### src/rtl/mult_share_arbiter_if.sv
// mult_share_arbiter_if: client-side and multiplier-side buses of the
// shared-multiplier arbiter. master = arbiter view, slave = environment view.
interface mult_share_arbiter_if #(
    parameter int N    = 8,
    parameter int NREQ = 4
);
    localparam int IW = (NREQ > 1) ? $clog2(NREQ) : 1;

    logic [NREQ-1:0]   cl_req;
    logic [NREQ*N-1:0] cl_sn;
    logic [NREQ*N-1:0] cl_sbn;
    logic [NREQ-1:0]   cl_ack;
    logic [2*N-1:0]    cl_tich;
    logic              cl_err;
    logic              m_req;
    logic [N-1:0]      m_sn;
    logic [N-1:0]      m_sbn;
    logic [2*N-1:0]    m_tich;
    logic              m_ack;
    logic              busy;
    logic [IW-1:0]     grant_id;

    modport master (
        input  cl_req, cl_sn, cl_sbn, m_tich, m_ack,
        output cl_ack, cl_tich, cl_err, m_req,
        output m_sn, m_sbn, busy, grant_id
    );

    modport slave (
        output cl_req, cl_sn, cl_sbn, m_tich, m_ack,
        input  cl_ack, cl_tich, cl_err, m_req,
        input  m_sn, m_sbn, busy, grant_id
    );
endinterface

### src/rtl/mult_share_arbiter.sv
// mult_share_arbiter: round-robin sharing of one sequential multiplier.
// Optional WAIT timeout with cl_err enabled by defining MARB_TIMEOUT_EN.
module mult_share_arbiter #(
    parameter int N       = 8,
    parameter int NREQ    = 4,
    parameter int TIMEOUT = 64
) (
    input logic                clk,
    input logic                rst,
    mult_share_arbiter_if.master bus
);
    localparam int IW = (NREQ > 1) ? $clog2(NREQ) : 1;

    if (NREQ < 2 || NREQ > 8 || TIMEOUT < 1) begin : g_cfg_chk
        $error("mult_share_arbiter: unsupported parameters");
    end

    typedef enum logic [1:0] {
        IDLE  = 2'd0,
        ISSUE = 2'd1,
        WAIT  = 2'd2,
        RESP  = 2'd3
    } state_t;

    state_t state;
    state_t state_nx;

    logic [IW-1:0]  ptr;
    logic [IW-1:0]  grant_q;
    logic [IW-1:0]  pick;
    logic [IW-1:0]  cand;
    logic           found;
    logic           ack_q;
    logic           done;
    logic [N-1:0]   sn_q;
    logic [N-1:0]   sbn_q;
    logic [2*N-1:0] tich_q;

    function automatic logic [IW-1:0] rot(
        input logic [IW-1:0] base,
        input int            k
    );
        int s;
        s = int'(base) + k;
        if (s >= NREQ) s = s - NREQ;
        return IW'(s);
    endfunction

    // first requester at or above ptr, wrapping
    always_comb begin
        found = 1'b0;
        pick  = '0;
        cand  = '0;
        for (int k = 0; k < NREQ; k++) begin
            cand = rot(ptr, k);
            if (!found && bus.cl_req[cand]) begin
                found = 1'b1;
                pick  = cand;
            end
        end
    end

    // a level left high by the previous op must not count
    assign done = bus.m_ack & ~ack_q;

`ifdef MARB_TIMEOUT_EN
    localparam int TW = $clog2(TIMEOUT + 1);

    logic [TW-1:0] wcnt;
    logic          err_q;
    logic          expire;

    assign expire = (state == WAIT) && !done
                  && (wcnt == TW'(TIMEOUT - 1));

    always_ff @(posedge clk) begin
        if (rst) begin
            wcnt  <= '0;
            err_q <= 1'b0;
        end else begin
            if (state == ISSUE) wcnt <= '0;
            else if (state == WAIT) wcnt <= wcnt + 1'b1;
            if (state == WAIT && done) err_q <= 1'b0;
            else if (expire) err_q <= 1'b1;
        end
    end
`endif

    always_ff @(posedge clk) begin
        if (rst) state <= IDLE;
        else     state <= state_nx;
    end

    always_comb begin
        state_nx = state;
        case (state)
            IDLE: begin
                if (found) state_nx = ISSUE;
            end
            ISSUE: state_nx = WAIT;
            WAIT: begin
                if (done) state_nx = RESP;
`ifdef MARB_TIMEOUT_EN
                else if (expire) state_nx = RESP;
`endif
            end
            RESP:    state_nx = IDLE;
            default: state_nx = IDLE;
        endcase
    end

    always_ff @(posedge clk) begin
        if (rst) begin
            ack_q   <= 1'b0;
            ptr     <= '0;
            grant_q <= '0;
            sn_q    <= '0;
            sbn_q   <= '0;
            tich_q  <= '0;
        end else begin
            ack_q <= bus.m_ack;
            if (state == IDLE && found) begin
                grant_q <= pick;
                sn_q    <= bus.cl_sn[int'(pick)*N +: N];
                sbn_q   <= bus.cl_sbn[int'(pick)*N +: N];
            end
            if (state == WAIT && done) tich_q <= bus.m_tich;
`ifdef MARB_TIMEOUT_EN
            else if (expire) tich_q <= '0;
`endif
            if (state == RESP) begin
                if (grant_q == IW'(NREQ - 1)) ptr <= '0;
                else ptr <= grant_q + 1'b1;
            end
        end
    end

    always_comb begin
        bus.m_req  = 1'b0;
        bus.cl_ack = '0;
        bus.cl_err = 1'b0;
        bus.busy   = 1'b1;
        case (state)
            IDLE:  bus.busy  = 1'b0;
            ISSUE: bus.m_req = 1'b1;
            RESP: begin
                bus.cl_ack[grant_q] = 1'b1;
`ifdef MARB_TIMEOUT_EN
                bus.cl_err = err_q;
`endif
            end
            default: ;
        endcase
    end

    assign bus.m_sn     = sn_q;
    assign bus.m_sbn    = sbn_q;
    assign bus.cl_tich  = tich_q;
    assign bus.grant_id = grant_q;
endmodule

### src/flat_wrapper.sv
// flat-port wrapper written by rule: the top's interface ports become plain ports
module mult_share_arbiter_flat 
#(
    parameter int N       = 8,
    parameter int NREQ    = 4,
    parameter int TIMEOUT = 64
)
  (clk, rst, bus_cl_req, bus_cl_sn, bus_cl_sbn, bus_m_tich, bus_m_ack, bus_cl_ack, bus_cl_tich, bus_cl_err, bus_m_req, bus_m_sn, bus_m_sbn, bus_busy, bus_grant_id);
  mult_share_arbiter_if #(.N(N), .NREQ(NREQ)) bus_i ();
  input logic clk;
  input logic rst;
  input wire logic [$bits(bus_i.cl_req)-1:0] bus_cl_req;
  input wire logic [$bits(bus_i.cl_sn)-1:0] bus_cl_sn;
  input wire logic [$bits(bus_i.cl_sbn)-1:0] bus_cl_sbn;
  input wire logic [$bits(bus_i.m_tich)-1:0] bus_m_tich;
  input wire logic [$bits(bus_i.m_ack)-1:0] bus_m_ack;
  output wire logic [$bits(bus_i.cl_ack)-1:0] bus_cl_ack;
  output wire logic [$bits(bus_i.cl_tich)-1:0] bus_cl_tich;
  output wire logic [$bits(bus_i.cl_err)-1:0] bus_cl_err;
  output wire logic [$bits(bus_i.m_req)-1:0] bus_m_req;
  output wire logic [$bits(bus_i.m_sn)-1:0] bus_m_sn;
  output wire logic [$bits(bus_i.m_sbn)-1:0] bus_m_sbn;
  output wire logic [$bits(bus_i.busy)-1:0] bus_busy;
  output wire logic [$bits(bus_i.grant_id)-1:0] bus_grant_id;
  assign bus_i.cl_req = bus_cl_req;
  assign bus_i.cl_sn = bus_cl_sn;
  assign bus_i.cl_sbn = bus_cl_sbn;
  assign bus_i.m_tich = bus_m_tich;
  assign bus_i.m_ack = bus_m_ack;
  assign bus_cl_ack = bus_i.cl_ack;
  assign bus_cl_tich = bus_i.cl_tich;
  assign bus_cl_err = bus_i.cl_err;
  assign bus_m_req = bus_i.m_req;
  assign bus_m_sn = bus_i.m_sn;
  assign bus_m_sbn = bus_i.m_sbn;
  assign bus_busy = bus_i.busy;
  assign bus_grant_id = bus_i.grant_id;
  mult_share_arbiter #(.N(N), .NREQ(NREQ), .TIMEOUT(TIMEOUT)) u_core (.clk(clk), .rst(rst), .bus(bus_i));
endmodule
### config.mk
export PLATFORM = sky130hd
export DESIGN_NAME = mult_share_arbiter_flat
export DESIGN_NICKNAME = d
export VERILOG_FILES = /design/src/rtl/mult_share_arbiter_if.sv /design/src/rtl/mult_share_arbiter.sv /design/src/flat_wrapper.sv
export SDC_FILE = /design/constraint.sdc
export NUM_CORES = 1
export LEC_CHECK = 0
export CORE_ASPECT_RATIO = 2
export CORE_UTILIZATION = 39
export DETAILED_ROUTE_END_ITERATION = 12
export PLACE_DENSITY_LB_ADDON = 0.1
export RECOVER_POWER = 50
export SETUP_SLACK_MARGIN = 0.4
export SLEW_MARGIN = 25
export SYNTH_ARGS = -nofsm -noshare
export SYNTH_HDL_FRONTEND = slang
export SYNTH_SLANG_ARGS = --single-unit
### constraint.sdc
create_clock -name clk -period 2.5 [get_ports clk]
set_input_delay 0.75 -clock clk [delete_from_list [all_inputs] [get_ports clk]]
set_output_delay 0.75 -clock clk [all_outputs]
set_load 0.01 [all_outputs]
==> reports/results.tsv, run 1 <==
stage	metric	value	unit
floorplan	core area	0.00547	mm2
floorplan	die area	0.00610	mm2
detailed_routing	drt via density	5.18	
sta	clock skew	0.00501	ns
floorplan	boundary pin count	128	
clock_tree	CTS tree	built	
grt	first-pass GRT wire length	10200	um
yosys	Synth Flop Type	dfxtp_1	
floorplan	Rows	38	
clock_tree	clock tree buffer depth	2	
place	placed inst area	0.00364	mm2
yosys	top post-synthesis cells by area	dfxtp_1 (35%), mux2_2 (8.0%), a221o_1 (7.1%), a21boi_0 (5.3%), nand2_1 (5.3%)	
power	NetSw	813	uW
sta	Max Slew Vio Count	0	
yosys	Syn Inst Count	243	
worst_setup_path	CP startpoint	rst	
sta	Fmax	481	MHz
grt	initial antenna violation count	0	
power	sw frac	32.1	%
clock_tree	hold_buf cts	0	
grt	vias in the first global route	2245	
sta	Setup Viol. Count Final	0	
run	max_cap viols	0	
layout	post-route core utilization	70.0	%
detailed_routing	via count	2277	
detailed_routing	1st-iter DRT viols	41	
worst_setup_path	Critical Path RT	2.67	ns
floorplan	Die X	55.7	um
power	Flop pwr share	33.8	%
power	Pint	1720	uW
clock_tree	H-tree levels	2	
layout	share of layout cells above drive strength 1	17.4	%
sta	slack of the critical path	0.421	ns
grt	GRT Resource Usage Total	20.8	%
yosys	async set-reset flop share out of synthesis	0	%
place	GPL Wtd Cong	0.819	
worst_setup_path	Critical Path Fanout Max	25	
yosys	Synth cell types	36	
yosys	cell taking the most area after synthesis	dfxtp_1	
clock_tree	clock sinks	39	
sta	fin crit period	2.08	ns
clock_tree	Num CTS Buffers	5	
layout	final net count	475	
detailed_routing	drc violations	0	
place	worst slack at placement	-0.458	ns
detailed_routing	DRT antenna net count	0	
power	combinational power share	45.4	%
layout	P&R area growth vs syn	69.9	%
yosys	Synth Register Bits	39	
power	Max VDD drop	0.000469	V
worst_setup_path	Critical Path End Type	register	
sta	Tcrit/Tclk final	83.2	%
detailed_routing	final wirelength	6270	um
yosys	Cell Area, Synth	0.00225	mm2
grt	largest net degree at the start of global routing	31	
power	cell area power density	662	mW/mm2
worst_setup_path	WP data arrival	2.25	ns
worst_hold_path	hold_sp	u_core.bus.cl_tich[6]	
worst_setup_path	Crit Path Class	in -> reg	
yosys	Syn Area/Cell	9.27	um2
sta	total negative slack	0	ns
yosys	Post-synth EDFFs	0	
power	Static Leak	0.00156	uW
detailed_routing	Routed wire per std cell	14.3	um
place	DP HPWL	4870	um
clock_tree	clock root cell	clkbuf_8	
detailed_routing	1st-pass router iterations	4	
floorplan	Die Y	109	um
worst_hold_path	class of the worst hold path	reg -> reg	
layout	Ant. Diodes	0	
worst_setup_path	worst r2r src	u_core.ptr[0]	
place	Port Buf Inserts	126	
yosys	yosys warns	0	
worst_setup_path	Setup crit start kind	input port	
floorplan	Initial Util	41.2	%
clock_tree	worst skew pair latency	0.29	ns
sta	Final Hold Fails	0	
sta	hold slack	0.451	ns
sta	unrepaired setup endpoints after global routing	false	
yosys	Post-Syn Nets	339	
power	clock share of power	20.8	%
yosys	register area share after synthesis	34.7	%
layout	design area	0.00383	mm2
run_status	run status	finished, final reports clean	
yosys	share of the synthesized area in the top cell type	34.7	%
clock_tree	Reg clk slew, reported paths	0.08	ns
grt	total gr overflow	0	
-- state kept, by name, indices dropped and copies added, names as in the netlist --
signal,count
u_core.ack_q,1
u_core.bus.cl_tich,16
u_core.bus.grant_id,2
u_core.bus.m_sbn,8
u_core.bus.m_sn,8
u_core.ptr,2
u_core.state,2
-- cell usage in the layout, fill, tap and decap left out, types with 2 or more instances in the layout --
master,Yosys,final
clkdlybuf4s15_1,0,3
clkdlybuf4s50_1,0,98
mux2_4,0,9
clkbuf_8,0,5
buf_6,5,2
dlygate4sd2_1,0,2
a21oi_1,20,20
buf_12,0,4
ha_1,9,7
dfxtp_4,0,3
dlygate4sd3_1,0,18
a22oi_1,2,2
nor2b_1,2,2
a21boi_0,16,16
buf_4,2,15
inv_2,1,3
buf_2,1,4
mux2i_1,3,3
a221o_4,2,2
dfxtp_1,39,35
o21a_1,16,16
inv_1,8,6
a221o_1,16,16
nor2_1,9,9
nand2_1,32,32
ha_4,0,2
nand2b_1,2,3
and2_1,4,4
and3_1,16,16
mux2_2,16,7
-- what timing repair did --
| action | CTS | global route |
|---|---|---|
| endpoints found under the setup margin | 22 | 20 |
| pin swaps | 4 | 2 |
| buffers inserted | 4 | 1 |
| hold endpoints to repair | 0 | 0 |
| resized for setup | 34 | 10 |
-- layer usage --
layer	part of all wire, %	vias up	GRT usage [%]
li1	-	1137	-
met1	37	1049	21.3
met3	5.1	6	3.53
met4	1.2	0	6.25
met5	0	-	0
met2	56	85	42.0
-- metrics by stage --
stage          std cells  power, uW
2_1_floorplan        243       1420
3_3_place_gp         427       1960
3_5_place_dp         427       1980
4_1_cts              439       2580
5_1_grt              440       2690
6_report             440       2530
-- kinds of logic (layout without fill, tap and decap cells) --
family | count (synthesis) | in the layout | synth area share (%)
simple gates | 71 | 71 | 16.4
flops | 39 | 39 | 34.7
mux | 19 | 19 | 9.33
compound gates | 77 | 77 | 27.1
other cells | 1 | 1 | 0.167
buf+inv | 27 | 164 | 7.33
fa+ha+maj | 9 | 9 | 5.00
-- power groups by stage --
stage                     sequential (uW)  combinational (uW)  clock, uW
after detailed placement              855                1130          0
final                                 857                1150        527
after global placement                855                1110          0
after global routing                  877                1250        566
after floorplan                       892                 528          0
after CTS                             858                1180        540
-- layout make-up --
type | count | area, um2
clock buffer | 5 | 68.8
clock inverter | 3 | 43.8
inverter | 9 | 33.8
multi-input combinational | 177 | 1360
tap | 60 | 75.1
sequential | 39 | 793
timing repair buffer | 147 | 1450
fill | 439 | 1640
-- cells in the mapped netlist (2+ instances only) --
master and count:
dfxtp_1 39, nand2_1 32, a21oi_1 20, a21boi_0 16, a221o_1 16, and3_1 16
mux2_2 16, o21a_1 16, ha_1 9, nor2_1 9, inv_1 8, clkbuf_1 6
buf_6 5, and2_1 4, mux2i_1 3, a221o_4 2, a22oi_1 2, buf_4 2
clkbuf_4 2, nand2b_1 2, nor2b_1 2, o21ai_1 2
-- worst max-delay path, stage by stage --
cell and delay, ns:
dlygate4sd3_1 0.62, buf_6 0.25, nor2b_1 0.09, buf_4 0.18, a221o_1 0.36
-- worst paths after layout --
kind / end / slack, ns / depth (start not counted)
setup / recovery: u_core.bus.m_sbn[0] / 0.42 / 5
hold / removal: u_core.bus.cl_tich[6] / 0.45 / 2
setup reg to reg: u_core.bus.m_sn[7] / 0.53 / 6
hold reg to reg: u_core.bus.cl_tich[6] / 0.45 / 2
(Power assumes the default switching activity.)
==> run 2, diff against run 1 <==
CORE_UTILIZATION = 35   (was 39)
clock period = 1.77 ns   (was 2.5 ns; I/O delays follow)
==> run 2 against run 1 <==
Net effect: the run now ends with setup timing left; via count up 4.5%; combinational power up 80%; critical path depth up 2.
==> reports/results.tsv, run 2 (synthesis results as in run 1) <==
stage	metric	value	unit	change
run_status	run status	complete, but fails checks		
run_status	violated checks	setup timing		
grt	GRT Resource Usage Total	19.7	%	-1.2 points
clock_tree	clock sinks	39		unchanged
floorplan	core area	0.00626	mm2	+14%
detailed_routing	DRT antenna net count	0		unchanged
floorplan	Die X	58.7	um	+5.4%
worst_hold_path	hold_sp	u_core.bus.cl_tich[10]		
layout	fillers	542		+23%
worst_setup_path	Setup crit start kind	input port		
sta	unrepaired setup endpoints after global routing	true		
grt	total gr overflow	0		unchanged
clock_tree	Reg clk slew, reported paths	0.06	ns	-0.02 ns
worst_setup_path	slowest CP cell	a221o_4		
detailed_routing	1st-iter DRT viols	84		+100%
worst_setup_path	Critical Path RT	1.93	ns	-0.74 ns
detailed_routing	via count	2380		+4.5%
run	max_cap viols	0		unchanged
worst_setup_path	CP dominant cell by count	buf_6		
worst_hold_path	class of the worst hold path	reg -> reg		
layout	max FFs per register	16		unchanged
worst_setup_path	crit-path max cell delay	0.40	ns	-0.22 ns
sta	slack of the critical path	-0.0804	ns	-0.502 ns
detailed_routing	1st-pass router iterations	4		unchanged
clock_tree	clock root cell	clkbuf_16		
worst_setup_path	CP startpoint	bus_cl_req[0]		
worst_setup_path	Critical Path End Type	register		
floorplan	boundary pin count	128		unchanged
worst_setup_path	Critical Path Fanout Max	5		-80%
place	Port Buf Inserts	126		unchanged
layout	share of layout cells above drive strength 1	30.8	%	+13 points
layout	design area	0.00415	mm2	+8.5%
place	DP HPWL	4980	um	+2.3%
detailed_routing	drc violations	0		unchanged
worst_setup_path	WP data arrival	2.01	ns	-0.24 ns
sta	total negative slack	-0.847	ns	-0.847 ns
grt	largest net degree at the start of global routing	33		+6.5%
floorplan	Initial Util	36.0	%	-5.2 points
floorplan	die area	0.00678	mm2	+11%
sta	fin crit period	1.85	ns	
sta	Setup Viol. Count Final	16		+16
power	cell area power density	1040	mW/mm2	+58%
layout	post-route core utilization	66.4	%	-3.6 points
detailed_routing	drt via density	4.90		-5.4%
sta	Final Hold Fails	0		unchanged
worst_setup_path	Crit Path Class	in -> reg		
layout	Ant. Diodes	0		unchanged
worst_setup_path	worst r2r src	u_core.ptr[1]		
sta	hold slack	0.453	ns	+0.00126 ns
clock_tree	clock tree buffer depth	2		unchanged
grt	first-pass GRT wire length	10300	um	+0.81%
clock_tree	H-tree levels	2		unchanged
layout	P&R area growth vs syn	84.4	%	
power	Max VDD drop	0.000508	V	+8.5%
layout	most common cell after layout, fill and taps aside	clkdlybuf4s50_1		
worst_setup_path	flop-to-flop setup slack	-0.08	ns	-0.61 ns
detailed_routing	final wirelength	7120	um	+13%
sta	Max Slew Vio Count	0		unchanged
place	GPL Wtd Cong	0.803		-1.9%
grt	initial antenna violation count	0		unchanged
grt	vias in the first global route	2292		+2.1%
floorplan	Rows	41		+7.9%
floorplan	Die Y	115	um	+5.5%
detailed_routing	Routed wire per std cell	14.7	um	+2.7%
clock_tree	CTS tree	built		
sta	Tcrit/Tclk final	105	%	
worst_setup_path	CP cell instances	buf_6, buf_6, a221o_4, nand2_4, buf_6, mux2_4, a221o_1		
layout	Post-Layout Cell Count	486		+10%
place	placed inst area	0.00376	mm2	+3.5%
power	Static Leak	0.00166	uW	+6.0%
place	Post-Place Cells	462		+8.2%
sta	Fmax	540	MHz	
clock_tree	worst skew pair latency	0.27	ns	-0.02 ns
sta	clock skew	0.00240	ns	-0.00261 ns
layout	final net count	495		+4.2%
layout	most frequent cells in the layout	clkdlybuf4s50_1 (81), nand2_1 (32), dfxtp_1 (31)		
clock_tree	Num CTS Buffers	5		unchanged
==> run 2: cell count changes in the layout (fill, tap and decap cells not counted), sizes merged <==
cell and change:
dlygate4sd2 -1, clkdlybuf4s50 -17, buf +30, or2 +1
clkdlybuf4s15 -2, clkbuf +28, dlygate4sd3 -18, inv -1
==> run 2: metal layers <==
layer | routed length, um | up-vias | global-route usage [%] | share of wire (%)
met5 | 0 | - | 0 | 0
met4 | 33 | 0 | 5.24 | 0.46
met3 | 369 | 2 | 4.24 | 5.2
met2 | 4210 | 88 | 39.2 | 59
met1 | 2510 | 1110 | 19.4 | 35
li1 | - | 1180 | - | -
==> run 2: path summary, 6_finish.rpt <==
check / endpoint / cells after the start
worst max-delay path: u_core.bus.m_sbn[6] / 7
worst min-delay path: u_core.bus.cl_tich[10] / 2
worst max register to register: u_core.bus.m_sbn[6] / 6
worst min register to register: u_core.bus.cl_tich[10] / 2
==> run 2: critical path: cells and delay by family <==
kind                   cells  cell delay [ns]
AND/OR/NAND/NOR            1             0.12
multiplexers               1             0.31
buffers and inverters      3             0.35
AO/OA/AOI/OAI              2             0.71
==> run 2: final cells by class <==
type / count / area, um2 / share of cell area, %
inverters: 9 / 53.8 / 1.30
multi-input cells: 178 / 1530 / 36.7
clock inverters: 2 / 35.0 / 0.843
flip-flops and latches: 39 / 801 / 19.3
well taps: 86 / 108 / 2.59
repair buffers: 166 / 1490 / 35.9
clock buffers: 6 / 139 / 3.34
==> run 2: stage by stage <==
step           total power, uW  worst slack [ns]
6_report                  4340           -0.0804
4_1_cts                   4260            -0.117
3_3_place_gp              2870            -0.951
3_5_place_dp              2900            -0.940
2_1_floorplan             2040            -0.170
5_1_grt                   4560            -0.127
==> run 2: timing repair <==
action | 4_1_cts | 5_1_grt
setup endpoints to repair | 76 | 61
hold endpoints to repair | 0 | 0
buffers inserted | 10 | 4
hold buffers | 0 | 0
pin swaps | 21 | 15
cloned | 0 | 2
gates resized for setup | 212 | 43
==> run 2: power breakdown <==
| group | switching [uW] | internal [uW] |
|---|---|---|
| registers | 140 | 1090 |
| clock network | 347 | 701 |
| logic | 884 | 1180 |
| total | 1370 | 2970 |
==> run 3, diff against run 2 <==
ABC_AREA = 1   (was not set)
CORE_UTILIZATION = 36   (was 35)
clock period = 1.6 ns   (was 1.77 ns; I/O delays follow)
==> run 3 against run 2 <==
Net effect: the flow still finishes with violations (setup timing); core utilization is 16 points higher; global-route usage increased by 6.9 points; clock skew up 0.0035 ns; worst hold slack improved by 0.027 ns; critical path depth is 7 higher; worst setup slack worse by 0.20 ns; sequential power increased by 32%; final cell count is 41% higher; clock-buffer cell count increased by 1.
==> reports/results.tsv, run 3 <==
stage	metric	value	unit	change
sta	slack of the critical path	-0.279	ns	-0.199 ns
layout	max FFs per register	16		unchanged
place	worst slack at placement	-0.765	ns	+0.175 ns
power	NetSw	3680	uW	+170%
power	cell area power density	1550	mW/mm2	+49%
yosys	Cell Area, Synth	0.00250	mm2	+11%
clock_tree	Num CTS Buffers	5		unchanged
clock_tree	hold_buf cts	0		unchanged
yosys	top post-synthesis cells by area	dfxtp_1 (31%), nand2_1 (23%), nand3_1 (11%), nor2_1 (7.8%), inv_1 (4.8%)		
worst_setup_path	slowest CP cell	dfxtp_4		
power	Max VDD drop	0.00109	V	+110%
run_status	violated checks	setup timing		
clock_tree	clock root cell	clkbuf_16		
sta	Setup Viol. Count Final	25		+9
detailed_routing	final wirelength	10900	um	+54%
worst_setup_path	Setup crit start kind	register		
sta	Tcrit/Tclk final	117	%	
layout	P&R area growth vs syn	121	%	
place	GPL Wtd Cong	0.838		+4.3%
worst_setup_path	Critical Path Fanout Max	9		+4
floorplan	Rows	42		+2.4%
clock_tree	Reg clk slew, reported paths	0.06	ns	about the same
floorplan	Die X	60.9	um	+3.7%
yosys	yosys warns	0		unchanged
worst_setup_path	CP dominant cell by count	nand2_4		
sta	clock skew	0.00588	ns	+0.00348 ns
worst_setup_path	Critical Path RT	1.78	ns	-0.15 ns
power	sw frac	42.9	%	+11 points
place	Port Buf Inserts	126		unchanged
detailed_routing	DR WL met2	6250	um	+49%
layout	fillers	411		-24%
sta	Final Hold Fails	0		unchanged
layout	Post-Layout Cell Count	687		+41%
worst_hold_path	class of the worst hold path	reg -> reg		
grt	total gr overflow	0		unchanged
worst_setup_path	WP data arrival	2.06	ns	+0.05 ns
clock_tree	clock tree buffer depth	2		unchanged
sta	Fmax	532	MHz	
floorplan	die area	0.00729	mm2	+7.6%
yosys	async set-reset flop share out of synthesis	0	%	unchanged
yosys	share of the synthesized area in the top cell type	31.3	%	-3.4 points
grt	first-pass GRT wire length	14500	um	+41%
run	max_cap viols	0		unchanged
clock_tree	clock sinks	39		unchanged
sta	unrepaired setup endpoints after global routing	true		
floorplan	Die Y	120	um	+3.8%
detailed_routing	1st-pass router iterations	4		unchanged
layout	final net count	694		+40%
worst_setup_path	Crit Path Class	reg -> reg		
floorplan	core area	0.00667	mm2	+6.6%
detailed_routing	Routed wire per std cell	15.9	um	+8.8%
yosys	cell taking the most area after synthesis	dfxtp_1		
yosys	Syn Area/Cell	6.08	um2	-34%
sta	fin crit period	1.88	ns	
layout	FF/Latch Area	847	um2	+5.8%
power	combinational power share	67.9	%	+20 points
worst_setup_path	Critical Path End Type	register		
detailed_routing	met3 WL	555	um	+50%
layout	share of layout cells above drive strength 1	49.6	%	+19 points
yosys	Synth cell types	23		-36%
power	Flop pwr share	18.9	%	-9.4 points
floorplan	Initial Util	37.4	%	+1.4 points
detailed_routing	drt via density	4.96		+1.2%
run_status	run status	complete, but fails checks		
yosys	Syn Inst Count	411		+69%
worst_setup_path	crit-path max cell delay	0.42	ns	+0.02 ns
detailed_routing	via count	3405		+43%
detailed_routing	DRT met1 WL	3660	um	+46%
grt	vias in the first global route	3330		+45%
detailed_routing	Top Layer Used	met4		
sta	Max Slew Vio Count	0		unchanged
power	Pwr Total	8570	uW	+98%
clock_tree	CTS tree	built		
yosys	Post-synth EDFFs	0		unchanged
power	Pint	4890	uW	+65%
layout	most frequent cells in the layout	nand2_1 (98), clkdlybuf4s50_1 (80), buf_6 (52)		
detailed_routing	DRT antenna net count	0		unchanged
layout	Multi-input gate area	0.00217	mm2	+42%
yosys	Synth Flop Type	dfxtp_1		
layout	post-route core utilization	82.7	%	+16 points
yosys	cell with the most instances after synthesis	nand2_1		
place	Post-Place Cells	638		+38%
clock_tree	H-tree levels	2		unchanged
power	clock share of power	13.2	%	-11 points
grt	largest net degree at the start of global routing	23		-30%
layout	Ant. Diodes	0		unchanged
detailed_routing	drc violations	0		unchanged
sta	total negative slack	-5.12	ns	-4.28 ns
yosys	Synth top cells by count	nand2_1 (150), nand3_1 (57), nor2_1 (52)		
place	DP HPWL	6100	um	+22%
grt	GRT Resource Usage Total	26.6	%	+6.9 points
layout	most common cell after layout, fill and taps aside	nand2_1		
grt	initial antenna violation count	0		unchanged
clock_tree	worst skew pair latency	0.29	ns	+0.02 ns
detailed_routing	1st-iter DRT viols	96		+14%
floorplan	boundary pin count	128		unchanged
worst_setup_path	CP cell instances	inv_8, nand2_4, nand2_8, nand2_4, nand2_4, nor2_4, nand3_4, nand3_4, buf_6, nand2_1, nand3_1, nand3_1, nand2_1, inv_1		
power	Static Leak	0.00249	uW	+50%
yosys	register area share after synthesis	31.3	%	-3.4 points
yosys	Synth Register Bits	39		unchanged
yosys	Post-Syn Nets	507		+50%
## run 3: cell types whose count changed in the layout (fill, tap and decap cells not counted), moves of 19 or more
cell / previous run / this run
nand3_2: 0 / 19
nand2_2: 0 / 27
nand3_1: 0 / 31
nand2_1: 32 / 98
buf_6: 20 / 52
buf_4: 22 / 48
dfxtp_1: 31 / 2
dfxtp_2: 4 / 29
nand2_4: 1 / 26
nor2_1: 8 / 49
clkbuf_1: 28 / 0
## run 3: cells by family (layout without fill, tap and decap cells)
group | count (synthesis) | after routing | synth area share [%]
and+or+nand+nor | 274 | 277 | 47.4
buffers and inverters | 59 | 244 | 10.4
DFF | 39 | 39 | 31.3
AOI/OAI and AO/OA | 29 | 29 | 6.26
adders and majority gates | 9 | 9 | 4.51
other | 1 | 1 | 0.150
## run 3: worst paths after layout
check                                            from  slack, ns  cells after the start               endpoint
worst max-delay path                    u_core.ptr[0]      -0.28                     14     u_core.bus.m_sn[2]
worst min-delay path            u_core.bus.cl_tich[1]       0.48                      2  u_core.bus.cl_tich[1]
worst max register to register          u_core.ptr[0]      -0.28                     14     u_core.bus.m_sn[2]
worst min register to register  u_core.bus.cl_tich[1]       0.48                      2  u_core.bus.cl_tich[1]
## run 3: area by class of cell
class / count / area share [%]
clock buffers: 7 / 2.97
clock inverters: 1 / 0.0907
inverters: 40 / 3.63
multi-input cells: 316 / 39.4
flip-flops and latches: 39 / 15.4
well taps: 88 / 2.00
repair buffers: 196 / 36.6
## run 3: worst max-delay path, delay by kind of cell, from the launching register on
family                 cells  cell delay, ns
DFF                        1            0.42
buffers and inverters      3            0.28
and+or+nand+nor           11            1.06
## run 3: metal layers
metal,GRT usage [%],vias to the layer above
met5,0,-
met4,12.6,0
met3,5.28,34
met2,53.5,131
met1,22.2,1579
li1,-,1661
## run 3: per-stage QoR
step / cell area, um2 / hold slack [ns]
CTS: 5020 / 0.465
finish: 5520 / 0.479
global route: 5520 / 0.480
floorplan: 2680 / 0.483
global placement: 4180 / 0.444
detailed placement: 4180 / 0.449
## run 3: power by group through the flow
stage | registers [uW] | clock network [uW] | logic (uW)
after global placement | 1490 | 0 | 3920
after detailed placement | 1490 | 0 | 3990
after global routing | 1650 | 1170 | 6300
after floorplan | 1570 | 0 | 2350
after CTS | 1600 | 1140 | 5070
final | 1620 | 1130 | 5820
## run 3: what timing repair did
item	4_1_cts	5_1_grt
setup buffers	16	19
gates resized for setup	328	92
setup endpoints to repair	76	77
pin swaps	37	46
cloned	5	1
